## config.mk

```make
export PLATFORM = sky130hd
export DESIGN_NAME = bram_lsu_adapter
export DESIGN_NICKNAME = d
export VERILOG_FILES = /design/src/rtl/core_pkg.sv /design/src/rtl/lsu_align.sv /design/src/rtl/bram_lsu_adapter.sv
export SDC_FILE = /design/constraint.sdc
export NUM_CORES = 1
export LEC_CHECK = 0
export CAP_MARGIN = 20
export CELL_PAD_IN_SITES_DETAIL_PLACEMENT = 0
export CELL_PAD_IN_SITES_GLOBAL_PLACEMENT = 1
export CORE_UTILIZATION = 29
export DETAILED_ROUTE_END_ITERATION = 10
export PLACE_DENSITY_LB_ADDON = 0.12
export SYNTH_ARGS = -nofsm -noshare
export SYNTH_HDL_FRONTEND = slang
export SYNTH_HIERARCHICAL = 1
export SYNTH_SLANG_ARGS = --single-unit
```

## constraint.sdc

```tcl
create_clock -name clk -period 2.25 [get_ports clk]
set_input_delay 0.45 -clock clk [delete_from_list [all_inputs] [get_ports clk]]
set_output_delay 0.45 -clock clk [all_outputs]
set_load 0.02 [all_outputs]
```

## src/rtl/core_pkg.sv

```systemverilog
// Shared load/store definitions: RV32 funct3 width codes and the adapter state encoding.
package core_pkg;

   localparam logic [2:0] F3_B  = 3'b000;
   localparam logic [2:0] F3_H  = 3'b001;
   localparam logic [2:0] F3_W  = 3'b010;
   localparam logic [2:0] F3_BU = 3'b100;
   localparam logic [2:0] F3_HU = 3'b101;

   typedef enum logic [1:0] {
      ST_IDLE    = 2'd0,
      ST_LD_DATA = 2'd1,
      ST_MERGE   = 2'd2,
      ST_RESP    = 2'd3
   } lsu_state_e;

endpackage

```

## src/rtl/lsu_align.sv

```systemverilog
// Combinational byte/half lane logic: load extract-and-extend and store merge into a word.
module lsu_align
   import core_pkg::*;
(
   input  logic [31:0] word_i,
   input  logic [1:0]  offset_i,
   input  logic [2:0]  funct3_i,
   input  logic [15:0] wdata_i,
   output logic [31:0] load_data_o,
   output logic [31:0] merge_data_o
);

   logic [7:0]  byte_s;
   logic [15:0] half_s;

   // Little-endian lane selection for loads
   always_comb begin
      byte_s = 8'd0;
      case (offset_i)
         2'd0:    byte_s = word_i[7:0];
         2'd1:    byte_s = word_i[15:8];
         2'd2:    byte_s = word_i[23:16];
         2'd3:    byte_s = word_i[31:24];
         default: byte_s = 8'd0;
      endcase
      half_s = offset_i[1] ? word_i[31:16] : word_i[15:0];
   end

   // Sign/zero extension by access width
   always_comb begin
      load_data_o = 32'd0;
      case (funct3_i)
         F3_B:    load_data_o = {{24{byte_s[7]}}, byte_s};
         F3_BU:   load_data_o = {24'd0, byte_s};
         F3_H:    load_data_o = {{16{half_s[15]}}, half_s};
         F3_HU:   load_data_o = {16'd0, half_s};
         F3_W:    load_data_o = word_i;
         default: load_data_o = 32'd0;
      endcase
   end

   // Replace the addressed lane, keep the rest of the word
   always_comb begin
      merge_data_o = word_i;
      case (funct3_i)
         F3_B: begin
            case (offset_i)
               2'd0:    merge_data_o[7:0]   = wdata_i[7:0];
               2'd1:    merge_data_o[15:8]  = wdata_i[7:0];
               2'd2:    merge_data_o[23:16] = wdata_i[7:0];
               2'd3:    merge_data_o[31:24] = wdata_i[7:0];
               default: merge_data_o = word_i;
            endcase
         end
         F3_H: begin
            if (offset_i[1]) begin
               merge_data_o[31:16] = wdata_i;
            end else begin
               merge_data_o[15:0] = wdata_i;
            end
         end
         default: merge_data_o = word_i;
      endcase
   end

endmodule

```

## src/rtl/bram_lsu_adapter.sv

```systemverilog
// RV32 load/store to single-port 32-bit BRAM adapter; sub-word stores are read-modify-write.
module bram_lsu_adapter
   import core_pkg::*;
#(
   parameter int ADDR_WIDTH = 10
) (
   input  logic                  clk,
   input  logic                  rst,
   input  logic                  req_valid,
   output logic                  req_ready,
   input  logic                  req_we,
   input  logic [2:0]            req_funct3,
   input  logic [31:0]           req_addr,
   input  logic [31:0]           req_wdata,
   output logic                  resp_valid,
   input  logic                  resp_ready,
   output logic [31:0]           resp_rdata,
   output logic                  resp_err,
   output logic                  ram_en,
   output logic                  ram_we,
   output logic [ADDR_WIDTH-1:0] ram_addr,
   output logic [31:0]           ram_di,
   input  logic [31:0]           ram_do
);

   lsu_state_e            state_q;
   logic [ADDR_WIDTH-1:0] addr_q;
   logic [1:0]            off_q;
   logic [2:0]            f3_q;
   logic [15:0]           wdata_q;
   logic                  resp_valid_q;
   logic [31:0]           resp_rdata_q;
   logic                  resp_err_q;

   logic                  accept_s;
   logic                  legal_s;
   logic                  err_s;
   logic                  is_sw_s;
   logic [31:0]           load_data_s;
   logic [31:0]           merge_data_s;

   assign req_ready  = (state_q == ST_IDLE) && !rst;
   assign accept_s   = req_valid && req_ready;
   assign is_sw_s    = req_we && (req_funct3 == F3_W);
   assign resp_valid = resp_valid_q;
   assign resp_rdata = resp_rdata_q;
   assign resp_err   = resp_err_q;

   // Request legality: funct3 set, natural alignment, address range
   always_comb begin
      legal_s = 1'b0;
      case (req_funct3)
         F3_B, F3_H, F3_W: legal_s = 1'b1;
         F3_BU, F3_HU:     legal_s = !req_we;
         default:          legal_s = 1'b0;
      endcase
      err_s = !legal_s
           || (((req_funct3 == F3_H) || (req_funct3 == F3_HU)) && req_addr[0])
           || ((req_funct3 == F3_W) && (req_addr[1:0] != 2'b00))
           || (req_addr[31:ADDR_WIDTH+2] != {(30-ADDR_WIDTH){1'b0}});
   end

   lsu_align u_align (
      .word_i       (ram_do),
      .offset_i     (off_q),
      .funct3_i     (f3_q),
      .wdata_i      (wdata_q),
      .load_data_o  (load_data_s),
      .merge_data_o (merge_data_s)
   );

   // RAM port drive; everything gated off during reset so no partial write can escape
   always_comb begin
      ram_en   = 1'b0;
      ram_we   = 1'b0;
      ram_addr = {ADDR_WIDTH{1'b0}};
      ram_di   = 32'd0;
      if (rst) begin
         ram_en   = 1'b0;
         ram_we   = 1'b0;
      end else if (accept_s && !err_s) begin
         ram_en   = 1'b1;
         ram_we   = is_sw_s;
         ram_addr = req_addr[ADDR_WIDTH+1:2];
         ram_di   = is_sw_s ? req_wdata : 32'd0;
      end else if (state_q == ST_MERGE) begin
         ram_en   = 1'b1;
         ram_we   = 1'b1;
         ram_addr = addr_q;
         ram_di   = merge_data_s;
      end else begin
         ram_en   = 1'b0;
         ram_we   = 1'b0;
      end
   end

   // Control FSM with registered response channel
   always_ff @(posedge clk) begin
      if (rst) begin
         state_q      <= ST_IDLE;
         addr_q       <= {ADDR_WIDTH{1'b0}};
         off_q        <= 2'd0;
         f3_q         <= 3'd0;
         wdata_q      <= 16'd0;
         resp_valid_q <= 1'b0;
         resp_rdata_q <= 32'd0;
         resp_err_q   <= 1'b0;
      end else begin
         case (state_q)
            ST_IDLE: begin
               if (accept_s) begin
                  addr_q  <= req_addr[ADDR_WIDTH+1:2];
                  off_q   <= req_addr[1:0];
                  f3_q    <= req_funct3;
                  wdata_q <= req_wdata[15:0];
                  if (err_s || is_sw_s) begin
                     state_q      <= ST_RESP;
                     resp_valid_q <= 1'b1;
                     resp_rdata_q <= 32'd0;
                     resp_err_q   <= err_s;
                  end else if (req_we) begin
                     state_q <= ST_MERGE;
                  end else begin
                     state_q <= ST_LD_DATA;
                  end
               end else begin
                  state_q <= ST_IDLE;
               end
            end
            ST_LD_DATA: begin
               state_q      <= ST_RESP;
               resp_valid_q <= 1'b1;
               resp_rdata_q <= load_data_s;
               resp_err_q   <= 1'b0;
            end
            ST_MERGE: begin
               state_q      <= ST_RESP;
               resp_valid_q <= 1'b1;
               resp_rdata_q <= 32'd0;
               resp_err_q   <= 1'b0;
            end
            ST_RESP: begin
               if (resp_ready) begin
                  state_q      <= ST_IDLE;
                  resp_valid_q <= 1'b0;
               end else begin
                  state_q      <= ST_RESP;
               end
            end
            default: begin
               state_q      <= ST_IDLE;
               resp_valid_q <= 1'b0;
            end
         endcase
      end
   end

endmodule

```

==> reports/summary.txt <==
Critical-path top delay cell = nor4_4
internal power component = 2.935 mW
mapped cell area = 4974 sq um
Final Hold Fails = 0
die area = 17680 sq um
Die Wd = 133.0 um
DRT Pass-1 Iters = 5
initial antenna violation count = 0
first-pass GRT wire length = 34150 um
setup ws final = -0.4757 ns
synth top area cells = dfxtp_1 (27%), nand2_1 (10%), o21ai_0 (9.1%), nand3_1 (6.3%), mux2_2 (5.9%)
worst slew pin tran = 0.6235 ns
Compound-Gate Fraction of Synth Area = 0.2372
number of global-route vias before repair = 6360
IO Count = 183
critical-path cell list = dlygate4sd2_1, nor4_4, nand3_2, nor4_4, buf_6, buf_12, buf_12, buf_12, buf_6, nand3_2, o21ai_2, buf_6
count leader, synth = nand2_1
max incr delay on CP = 0.31 ns
Area after DPL = 8035 sq um
Comb pwr share = 0.332
Initial Utilization = 0.2988
min Tclk post-route = 2.726 ns
Crit path max-delay family = buffers and inverters
WL final = 22000 um
Max VDD drop = 0.3806 mV
Yosys top cell by area = dfxtp_1
Sw Share = 0.3121
global route total overflow = 0
hold path startpoint = addr_q[8]
total CTS buffers = 9
Reg2Reg Setup Slack = 0.09 ns
n_diodes = 0
FF-to-FF End = resp_rdata[4]
worst path bufs/invs = 7
clk sinks = 67
worst endpoint required time = 1.80 ns
Hold Buf Count CTS = 0
Core Box Area = 16640 sq um
highest clock rate = 366.9 MHz
routed via count = 6419
Simple-Gate Fraction of Synth Area = 0.3293
Worst Path Arrival = 2.28 ns
sw power = 1.332 mW
fin cells = 1195
GPL Wtd Cong = 0.8816
post-synthesis register bit count = 67
Final Power = 4.267 mW
Slew Limit Fails = 0
HPWL Detailed = 16330 um
synth warn = 6
hold path cells = 2
MaxCap Viol Count = 0
CP max FO = 7
Synth async-reset ratio = 0
largest family of logic cells by synthesized area = simple AND/OR/NAND/NOR gates
post-synth cell types = 56
Reg2Reg Depth = 7
unrepaired setup endpoints after global routing = true
clock buffer depth = 2
area share of fa/ha/maj cells after synthesis = 0.01258
Post-synth top cells = nand2_1 (137), o21ai_0 (90), dfxtp_1 (67)
XOR/XNOR share of the synthesized area = 0
ys flop type = dfxtp_1
setup-violating endpoint count in the final report = 44
hold_ws = 0.4550 ns
worst rel slew slack = 0.5843
largest net degree at the start of global routing = 38
clock group share of total power = 0.364
R2R Path Start = off_q[0]
IO buf count = 182
CP startpoint kind = input port
Final ANT Viol Nets = 0
Root Buffer = clkbuf_16
row cnt = 47
Gate Count Post-Synth = 687
Total GRT Usage = 0.2472
average cell area after synthesis = 7.239 sq um
wire per inst = 18.41 um
status = complete, but fails checks
CP Capture Type = output pin
P_leak = 3.586 nW
fillers = 1552
hold endpoint = addr_q[8]
Die Ht = 133.0 um
EDFF count, synth = 0
Hold Crit Class = flip-flop to flip-flop
Inst Count DP = 1133
Seq/Total Area, Yosys = 0.2697
clock latency on the worst-skew pair = 0.34 ns
clk_skew = 0.008698 ns
failing checks = negative setup slack
Via density = 5.372
P per Cell Area = 463.0 nW/um^2
Tcrit/Tclk final = 1.211
H-tree Lvls = 3
initial drt markers = 495
CTS tree = done
top-area cell type share of the netlist area = 0.2697
share of post-route cells with drive strength above 1 = 0.3795
Synthesized Nets = 796
Setup Crit Path Kind = input port to output pin
multiplexer area fraction after synthesis = 0.08226
nets@finish = 1079
Reg clk slew, reported paths = 0.06 ns
cell area after layout = 9215 sq um
DRC viols = 0
Seq pwr share = 0.304
area grow syn2layout = 85.28%
-- layer usage --
layer	vias up	track usage	wire length, um
met4	0	0.05875	256
met2	214	0.4247	10890
li1	3106	-	-
met1	3085	0.3161	9601
met3	14	0.04828	1255
met5	-	0	0
-- cell type report --
type / count / area (sq um) / area share
Clock buffer: 9 / 225.2 / 0.02444
Clock inverter: 7 / 98.84 / 0.01073
Inverter: 5 / 18.77 / 0.002037
Multi-Input combinational cell: 547 / 3820 / 0.4145
Sequential cell: 67 / 1345 / 0.1460
Tap cell: 220 / 275.3 / 0.02987
Timing Repair Buffer: 340 / 3432 / 0.3724
-- cells by family after synthesis --
kind of cell,Yosys count
and+or+nand+nor,309
DFF,67
buffers and inverters,73
AOI/OAI and AO/OA,197
muxes,36
adders and majority gates,5
-- sequential cells by signal, summed over array words and instances, names as in the netlist --
register    count
resp_valid      1
addr_q         10
f3_q            3
off_q           2
wdata_q        16
resp_err        1
state_q         2
resp_rdata     32
-- worst max path at each step --
stage / start / to / slack, ns / depth (start not counted)
2_1_floorplan: req_addr[12] / ram_addr[6] / -0.01 / 7
3_3_place_gp: req_addr[12] / ram_addr[6] / -0.96 / 9
3_5_place_dp: req_addr[12] / ram_di[24] / -0.99 / 9
4_1_cts: state_q[0] / ram_di[30] / -0.52 / 13
5_1_grt: req_addr[27] / ram_di[10] / -0.57 / 12
6_report: req_addr[26] / ram_di[11] / -0.48 / 12
-- power groups by stage --
stage / combinational [mW] / sequential, mW / clock (mW)
2_1_floorplan: 0.621 / 1.33 / 0
3_3_place_gp: 1.31 / 1.32 / 0
3_5_place_dp: 1.32 / 1.32 / 0
4_1_cts: 1.38 / 1.30 / 1.59
5_1_grt: 1.52 / 1.30 / 1.64
6_report: 1.42 / 1.30 / 1.55
-- worst reg2reg max path: cells and delay by family (launching register included) --
kind / cells / cell delay (ns)
AOI/OAI and AO/OA: 3 / 0.91
buffers and inverters: 2 / 0.44
DFF: 1 / 0.41
and+or+nand+nor: 2 / 0.32
-- layout by cell type (no fill, tap or decap), types with 25 or more instances in the layout --
| cell type | netlist | routed |
|---|---|---|
| nand4_1 | 33 | 33 |
| o21ai_0 | 90 | 57 |
| dfxtp_1 | 67 | 64 |
| a21oi_1 | 56 | 45 |
| clkdlybuf4s50_1 | 0 | 109 |
| buf_6 | 4 | 64 |
| o21ai_2 | 1 | 32 |
| buf_4 | 4 | 111 |
| nand3_1 | 63 | 47 |
| nand2_1 | 137 | 115 |
| mux2_2 | 26 | 25 |
-- metrics by stage --
stage | setup slack, ns | TNS (ns) | util
2_1_floorplan | -0.01042 | -0.04398 | -
3_3_place_gp | -0.9609 | -56.62 | 0.4828
3_5_place_dp | -0.9928 | -58.06 | 0.4828
4_1_cts | -0.5231 | -17.24 | 0.5467
5_1_grt | -0.5701 | -20.04 | 0.5537
6_report | -0.4757 | -15.23 | 0.5537
-- what timing repair did --
action / in CTS / in global routing
gates resized for setup: 366 / 60
cloned: 6 / 0
setup endpoints to repair: 79 / 49
setup buffers: 36 / 13
pin swaps: 19 / 17
Note: power is estimated with default switching activity, not from simulation.
